## src/rtl/fp_mul_arbiter_if.sv

```systemverilog
// rtl/fp_mul_arbiter_if.sv - request/response/multiplier bundle for fp_mul_arbiter
// slave: the arbiter; master: requesters, consumers and the shared multiplier.
interface fp_mul_arbiter_if;
    logic       req0_valid;
    logic       req1_valid;
    logic [7:0] req0_a;
    logic [7:0] req0_b;
    logic [7:0] req1_a;
    logic [7:0] req1_b;
    logic       req0_ready;
    logic       req1_ready;
    logic       rsp0_valid;
    logic       rsp1_valid;
    logic [7:0] rsp0_data;
    logic [7:0] rsp1_data;
    logic       rsp0_ready;
    logic       rsp1_ready;
    logic [7:0] mul_a;
    logic [7:0] mul_b;
    logic [7:0] mul_product;
    logic       busy;

    modport slave (
        input  req0_valid, req1_valid, req0_a, req0_b, req1_a, req1_b,
        output req0_ready, req1_ready,
        output rsp0_valid, rsp1_valid, rsp0_data, rsp1_data,
        input  rsp0_ready, rsp1_ready,
        output mul_a, mul_b,
        input  mul_product,
        output busy
    );

    modport master (
        output req0_valid, req1_valid, req0_a, req0_b, req1_a, req1_b,
        input  req0_ready, req1_ready,
        input  rsp0_valid, rsp1_valid, rsp0_data, rsp1_data,
        output rsp0_ready, rsp1_ready,
        input  mul_a, mul_b,
        output mul_product,
        input  busy
    );
endinterface

```

## src/rtl/fp_mul_arbiter.sv

```systemverilog
// rtl/fp_mul_arbiter.sv - two-port round-robin front end for a shared fixed-latency multiplier
// Credits cover in-flight plus buffered results, so a per-port FIFO can never overflow.
module fp_mul_arbiter #(
    parameter int LAT    = 8,
    parameter int RDEPTH = 4
) (
    input  logic            clk,
    input  logic            reset,
    fp_mul_arbiter_if.slave bus
);
    localparam int CW = $clog2(RDEPTH + 1);
    localparam int PW = $clog2(RDEPTH);

    logic [1:0]    req_valid;
    logic [1:0]    rsp_ready;
    logic [1:0]    elig;
    logic [1:0]    gnt;
    logic [1:0]    push;
    logic [1:0]    pop;
    logic [1:0]    rsp_valid;

    logic          ptr_q, ptr_d;
    logic [7:0]    mul_a_q, mul_a_d;
    logic [7:0]    mul_b_q, mul_b_d;
    logic [LAT:0]  tag_vld_q, tag_vld_d;
    logic [LAT:0]  tag_port_q, tag_port_d;
    logic [CW-1:0] credit_q [2];
    logic [CW-1:0] credit_d [2];
    logic [CW-1:0] count_q [2];
    logic [CW-1:0] count_d [2];
    logic [PW-1:0] wr_q [2];
    logic [PW-1:0] wr_d [2];
    logic [PW-1:0] rd_q [2];
    logic [PW-1:0] rd_d [2];
    logic [7:0]    mem_q [2][RDEPTH];
    logic [7:0]    mem_d [2][RDEPTH];

    function automatic logic [PW-1:0] ptr_inc(input logic [PW-1:0] v);
        return (v == PW'(RDEPTH - 1)) ? '0 : v + PW'(1);
    endfunction

    assign req_valid = {bus.req1_valid, bus.req0_valid};
    assign rsp_ready = {bus.rsp1_ready, bus.rsp0_ready};

    assign elig[0] = !reset && req_valid[0] && (credit_q[0] != '0);
    assign elig[1] = !reset && req_valid[1] && (credit_q[1] != '0);
    assign gnt[0]  = elig[0] && (!elig[1] || !ptr_q);
    assign gnt[1]  = elig[1] && (!elig[0] || ptr_q);

    // The last tag stage lines up with the product of the operands issued LAT+1 edges ago.
    assign push[0] = tag_vld_q[LAT] && !tag_port_q[LAT];
    assign push[1] = tag_vld_q[LAT] &&  tag_port_q[LAT];

    assign rsp_valid[0] = !reset && (count_q[0] != '0);
    assign rsp_valid[1] = !reset && (count_q[1] != '0);
    assign pop          = rsp_valid & rsp_ready;

    always_comb begin
        ptr_d      = ptr_q;
        mul_a_d    = 8'h00;
        mul_b_d    = 8'h00;
        tag_vld_d  = {tag_vld_q[LAT-1:0], gnt[0] | gnt[1]};
        tag_port_d = {tag_port_q[LAT-1:0], gnt[1]};
        if (gnt[0]) begin
            ptr_d   = 1'b1;
            mul_a_d = bus.req0_a;
            mul_b_d = bus.req0_b;
        end else if (gnt[1]) begin
            ptr_d   = 1'b0;
            mul_a_d = bus.req1_a;
            mul_b_d = bus.req1_b;
        end
    end

    always_comb begin
        mem_d = mem_q;
        for (int p = 0; p < 2; p++) begin
            wr_d[p]     = wr_q[p];
            rd_d[p]     = rd_q[p];
            count_d[p]  = count_q[p] + CW'(push[p]) - CW'(pop[p]);
            credit_d[p] = credit_q[p] - CW'(gnt[p]) + CW'(pop[p]);
            if (push[p]) begin
                mem_d[p][wr_q[p]] = bus.mul_product;
                wr_d[p]           = ptr_inc(wr_q[p]);
            end
            if (pop[p]) begin
                rd_d[p] = ptr_inc(rd_q[p]);
            end
        end
    end

    always_ff @(posedge clk) begin
        mem_q <= mem_d;
        if (reset) begin
            ptr_q      <= 1'b0;
            mul_a_q    <= 8'h00;
            mul_b_q    <= 8'h00;
            tag_vld_q  <= '0;
            tag_port_q <= '0;
            for (int p = 0; p < 2; p++) begin
                credit_q[p] <= CW'(RDEPTH);
                count_q[p]  <= '0;
                wr_q[p]     <= '0;
                rd_q[p]     <= '0;
            end
        end else begin
            ptr_q      <= ptr_d;
            mul_a_q    <= mul_a_d;
            mul_b_q    <= mul_b_d;
            tag_vld_q  <= tag_vld_d;
            tag_port_q <= tag_port_d;
            credit_q   <= credit_d;
            count_q    <= count_d;
            wr_q       <= wr_d;
            rd_q       <= rd_d;
        end
    end

    always_ff @(posedge clk) begin
        if (!reset) begin
            assert (!(push[0] && count_q[0] == CW'(RDEPTH)));
            assert (!(push[1] && count_q[1] == CW'(RDEPTH)));
        end
    end

    assign bus.req0_ready = gnt[0];
    assign bus.req1_ready = gnt[1];
    assign bus.rsp0_valid = rsp_valid[0];
    assign bus.rsp1_valid = rsp_valid[1];
    assign bus.rsp0_data  = mem_q[0][rd_q[0]];
    assign bus.rsp1_data  = mem_q[1][rd_q[1]];
    assign bus.mul_a      = mul_a_q;
    assign bus.mul_b      = mul_b_q;
    assign bus.busy       = !reset && ((|tag_vld_q) || (count_q[0] != '0) || (count_q[1] != '0));
endmodule
```

## src/flat_wrapper.sv

```systemverilog
// flat-port wrapper written by rule: the top's interface ports become plain ports
module fp_mul_arbiter_flat 
#(
    parameter int LAT    = 8,
    parameter int RDEPTH = 4
)
  (clk, reset, bus_req0_valid, bus_req1_valid, bus_req0_a, bus_req0_b, bus_req1_a, bus_req1_b, bus_req0_ready, bus_req1_ready, bus_rsp0_valid, bus_rsp1_valid, bus_rsp0_data, bus_rsp1_data, bus_rsp0_ready, bus_rsp1_ready, bus_mul_a, bus_mul_b, bus_mul_product, bus_busy);
  fp_mul_arbiter_if bus_i ();
  input  logic clk;
  input  logic reset;
  input wire logic [$bits(bus_i.req0_valid)-1:0] bus_req0_valid;
  input wire logic [$bits(bus_i.req1_valid)-1:0] bus_req1_valid;
  input wire logic [$bits(bus_i.req0_a)-1:0] bus_req0_a;
  input wire logic [$bits(bus_i.req0_b)-1:0] bus_req0_b;
  input wire logic [$bits(bus_i.req1_a)-1:0] bus_req1_a;
  input wire logic [$bits(bus_i.req1_b)-1:0] bus_req1_b;
  output wire logic [$bits(bus_i.req0_ready)-1:0] bus_req0_ready;
  output wire logic [$bits(bus_i.req1_ready)-1:0] bus_req1_ready;
  output wire logic [$bits(bus_i.rsp0_valid)-1:0] bus_rsp0_valid;
  output wire logic [$bits(bus_i.rsp1_valid)-1:0] bus_rsp1_valid;
  output wire logic [$bits(bus_i.rsp0_data)-1:0] bus_rsp0_data;
  output wire logic [$bits(bus_i.rsp1_data)-1:0] bus_rsp1_data;
  input wire logic [$bits(bus_i.rsp0_ready)-1:0] bus_rsp0_ready;
  input wire logic [$bits(bus_i.rsp1_ready)-1:0] bus_rsp1_ready;
  output wire logic [$bits(bus_i.mul_a)-1:0] bus_mul_a;
  output wire logic [$bits(bus_i.mul_b)-1:0] bus_mul_b;
  input wire logic [$bits(bus_i.mul_product)-1:0] bus_mul_product;
  output wire logic [$bits(bus_i.busy)-1:0] bus_busy;
  assign bus_i.req0_valid = bus_req0_valid;
  assign bus_i.req1_valid = bus_req1_valid;
  assign bus_i.req0_a = bus_req0_a;
  assign bus_i.req0_b = bus_req0_b;
  assign bus_i.req1_a = bus_req1_a;
  assign bus_i.req1_b = bus_req1_b;
  assign bus_req0_ready = bus_i.req0_ready;
  assign bus_req1_ready = bus_i.req1_ready;
  assign bus_rsp0_valid = bus_i.rsp0_valid;
  assign bus_rsp1_valid = bus_i.rsp1_valid;
  assign bus_rsp0_data = bus_i.rsp0_data;
  assign bus_rsp1_data = bus_i.rsp1_data;
  assign bus_i.rsp0_ready = bus_rsp0_ready;
  assign bus_i.rsp1_ready = bus_rsp1_ready;
  assign bus_mul_a = bus_i.mul_a;
  assign bus_mul_b = bus_i.mul_b;
  assign bus_i.mul_product = bus_mul_product;
  assign bus_busy = bus_i.busy;
  fp_mul_arbiter #(.LAT(LAT), .RDEPTH(RDEPTH)) u_core (.clk(clk), .reset(reset), .bus(bus_i));
endmodule
```

## config.mk

```make
export PLATFORM = sky130hd
export DESIGN_NAME = fp_mul_arbiter_flat
export DESIGN_NICKNAME = d
export VERILOG_FILES = /design/src/rtl/fp_mul_arbiter_if.sv /design/src/rtl/fp_mul_arbiter.sv /design/src/flat_wrapper.sv
export SDC_FILE = /design/constraint.sdc
export NUM_CORES = 1
export LEC_CHECK = 0
export ABC_AREA = 1
export BUFFER_PORTS_ARGS = -buffer_cell sky130_fd_sc_hd__buf_4
export CAP_MARGIN = 25
export CORE_MARGIN = 10
export CORE_UTILIZATION = 55
export CTS_CLUSTER_DIAMETER = 150
export DETAILED_ROUTE_END_ITERATION = 16
export PLACE_DENSITY = 0.78
export SLEW_MARGIN = 20
export SYNTH_ARGS = -nofsm -noshare
export SYNTH_HDL_FRONTEND = slang
export SYNTH_SLANG_ARGS = --single-unit
```

## constraint.sdc

```tcl
create_clock -name clk -period 2.9 [get_ports clk]
set_input_delay 0 -clock clk [delete_from_list [all_inputs] [get_ports clk]]
set_output_delay 0 -clock clk [all_outputs]
set_load 0.01 [all_outputs]
```

==> results.sh <==
export IMPL_critPathMaxFanout=30
export IMPL_status="completed"
export IMPL_tightest_slew_ps=814
export IMPL_post_cts_buffers=0
export IMPL_grt_overflow=0
export IMPL_drtAntennaViolNets=0
export IMPL_clockRootBuffer="clkbuf_8"
export IMPL_required_ps=3350
export IMPL_wl_per_cell_um=16.1
export IMPL_antenna_found_initial=0
export IMPL_hold_violations=0
export IMPL_reg2reg_setup_slack_ps=490
export IMPL_worstSetupPathType="in -> reg"
export IMPL_viasPerCell=5.21
export IMPL_h_tree_depth=4
export IMPL_max_cap_viol_count=0
export IMPL_drive_gt1_share_pct=20.3
export IMPL_path_common_cell="inv_1"
export IMPL_fin_setup_tns_ps=0
export IMPL_cts_sinks=119
export IMPL_ys_types=27
export IMPL_ys_seq_elements=119
export IMPL_boundaryPins=83
export IMPL_fill_cells=503
export IMPL_area_growth_pct=36.4
export IMPL_syn_area_um2=4780
export IMPL_fin_crit_sh_pct=89.1
export IMPL_r2r_start="u_core.credit_q[4]$_SDFF_PP0_"
export IMPL_register_area_um2=3020
export IMPL_cp_start_kind="primary input"
export IMPL_post_route_util_pct=78.2
export IMPL_finalWorstPathRequiredPeriod_ps=2580
export IMPL_endpoint_kind="flip-flop"
export IMPL_die_area_um2=12800
export IMPL_fin_ws_ps=317
export IMPL_setup_viol=0
export IMPL_min_delay_start="bus_req1_b[4]"
export IMPL_peakVddDrop_mv=0.584
export IMPL_slew_headroom_pct=45.5
export IMPL_ys_seq_area_share_pct=63.2
export IMPL_syn_nets=527
export IMPL_grt_first_pass_wirelength_mm=18.5
export IMPL_slowest_delay_ps=540
export IMPL_routed_wl_mm=11.4
export IMPL_antenna_cells=0
export IMPL_leakage_nw=2.82
export IMPL_grt_max_degree=31
export IMPL_critPathSlowestCell="dlygate4sd3_1"
export IMPL_timing_fmax_mhz=387
export IMPL_portBuffers=82
export IMPL_start_util_pct=57.3
export IMPL_hold_slack_ps=253
export IMPL_grt_use_total_pct=18.0
export IMPL_num_vias=3696
export IMPL_dr_pass1_iters=5
export IMPL_fin_nets=659
export IMPL_dp_slack_ps=509
export IMPL_clkLatencyLatePin_ps=510
export IMPL_synth_cells=460
export IMPL_drc=0
export IMPL_r2r_cells=12
export IMPL_avgSynthCellArea_um2=10.4
export IMPL_multi_input_area_um2=1420
export IMPL_maxSlewViolCount=0
export IMPL_cp_cell_sequence="dlygate4sd3_1, buf_4, inv_2, nand2_1, inv_2, nand3_4, nand2_1, inv_1, ha_1, inv_1, ha_1, inv_1, fa_1, or2_2, nand3_1"
export IMPL_hold_path_class="in -> reg"
export IMPL_dpl_hpwl_mm=6.79
export IMPL_dp_cells=633
export IMPL_die_h_um=113
export IMPL_cts_tree="done"
export IMPL_path_clk_slew_ps=60
export IMPL_holdPathStages=4
export IMPL_die_w_um=113
export IMPL_power_density_nw_per_um2=819
export IMPL_cts_buffers=17
export IMPL_clockBufferDepth=2
export IMPL_rsz0062_at_grt="false"
export IMPL_fin_cells=710
export IMPL_core_area_um2=8340
export IMPL_ys_warn_count=0
export IMPL_fin_worst_skew_ps=7.40
export IMPL_place_gp_congestion=0.774
export IMPL_hold_end="u_core.bus.mul_b[4]$_SDFF_PP0_"
export IMPL_critPathArrivalTime_ps=3030
export IMPL_grt_pass1_vias=3886
export IMPL_reg2reg_to="u_core.credit_q[2]$_SDFF_PP1_"
export IMPL_cts_resized=0
export IMPL_rows=33
export IMPL_drtIter0Drc=224
[routing by layer]
layer / part of all wire [%] / global-route usage (%) / up-vias
li1: - / - / 1786
met1: 37 / 18.3 / 1736
met2: 52 / 32.1 / 148
met3: 8.4 / 7.55 / 26
met4: 2.0 / 6.43 / 0
met5: 0 / 0 / -
[final cells by class]
class,count,share of cell area [%]
repair buffers,129,16.6
well taps,105,2.01
multi-input cells,261,21.8
clock buffers,18,6.41
clock inverters,14,3.15
inverters,64,3.72
flip-flops and latches,119,46.4
[cells in the mapped netlist]
library cell  count  area share (%)
a211oi_1          1            0.16
a21oi_1           8            0.84
a21oi_4           1            0.34
buf_1             2            0.16
buf_2             8            0.84
buf_4             3            0.47
buf_6             2            0.47
clkbuf_1          1           0.078
dfxtp_1          55              23
edfxtp_1         64              40
fa_1              4             1.7
ha_1             17             4.4
inv_1            61             4.8
inv_2             2            0.16
inv_4             1            0.13
nand2_1          43             3.4
nand2_2           2            0.26
nand3_1          44             4.6
nand3_4           2            0.73
nand3b_1          1            0.16
nor2_1           81             6.4
nor2_2            1            0.13
o21ai_0          35             3.7
o22ai_1          16             2.1
or2_2             1            0.13
xnor2_1           3            0.55
xor2_1            1            0.18
[worst max-delay path: cells and delay by family]
family	cells	cell delay, ps
buffers and inverters	7	1330
adders and majority gates	3	790
and+or+nand+nor	5	900
[repair_timing]
| action | 4_1_cts | 5_1_grt |
|---|---|---|
| hold endpoints to repair | 113 | 0 |
| hold buffers | 45 | 0 |
| setup endpoints to repair | 0 | 0 |
[state kept, by name, summed over array words and instances, names as in the netlist]
signal,cells
u_core.bus.mul_a,8
u_core.tag_port_q,9
u_core.mem_q,64
u_core.count_q,6
u_core.credit_q,6
u_core.bus.mul_b,8
u_core.rd_q,4
u_core.tag_vld_q,9
u_core.ptr_q,1
u_core.wr_q,4
[cells by family (layout without fill, tap and decap cells)]
group	count (synthesis)	after routing	share of synthesized area [%]
simple gates	175	175	15.8
flops	119	119	63.2
buf+inv	80	225	7.09
compound gates	61	61	7.09
fa+ha+maj	21	21	6.12
xor+xnor	4	4	0.733
[cell usage in the layout, fill, tap and decap left out, types with 5 or more instances in the layout]
cell            n
a21oi_1         8
buf_4          84
bufinv_16       5
clkbuf_16      16
dfxtp_1        55
dlygate4sd3_1  45
edfxtp_1       64
ha_1           17
inv_1          61
nand2_1        43
nand3_1        44
nor2_1         81
o21ai_0        35
o22ai_1        16
[how the worst max path moves through the flow]
stage                                   from                       endpoint
6_report                               reset  u_core.credit_q[2]$_SDFF_PP1_
5_1_grt                                reset  u_core.credit_q[2]$_SDFF_PP1_
4_1_cts                                reset  u_core.credit_q[2]$_SDFF_PP1_
3_5_place_dp                           reset  u_core.credit_q[2]$_SDFF_PP1_
3_3_place_gp                           reset  u_core.credit_q[2]$_SDFF_PP1_
2_1_floorplan  u_core.credit_q[4]$_SDFF_PP0_  u_core.credit_q[5]$_SDFF_PP1_
[report_power, final]
group	total (W)	internal [W]	switching, W	leakage, nW
clock network	0.00220	0.00147	0.000724	0.300
registers	0.00201	0.00190	0.000106	1.02
logic	0.00114	0.000515	0.000622	1.49
total	0.00534	0.00389	0.00145	2.82
[per-stage QoR]
step | power [W] | cell area, µm²
after floorplan | 0.00267 | 4780
after global placement | 0.00302 | 5450
after detailed placement | 0.00305 | 5450
after CTS | 0.00535 | 6520
after global routing | 0.00560 | 6520
final | 0.00534 | 6520
Power figures use the tool's default switching activity.
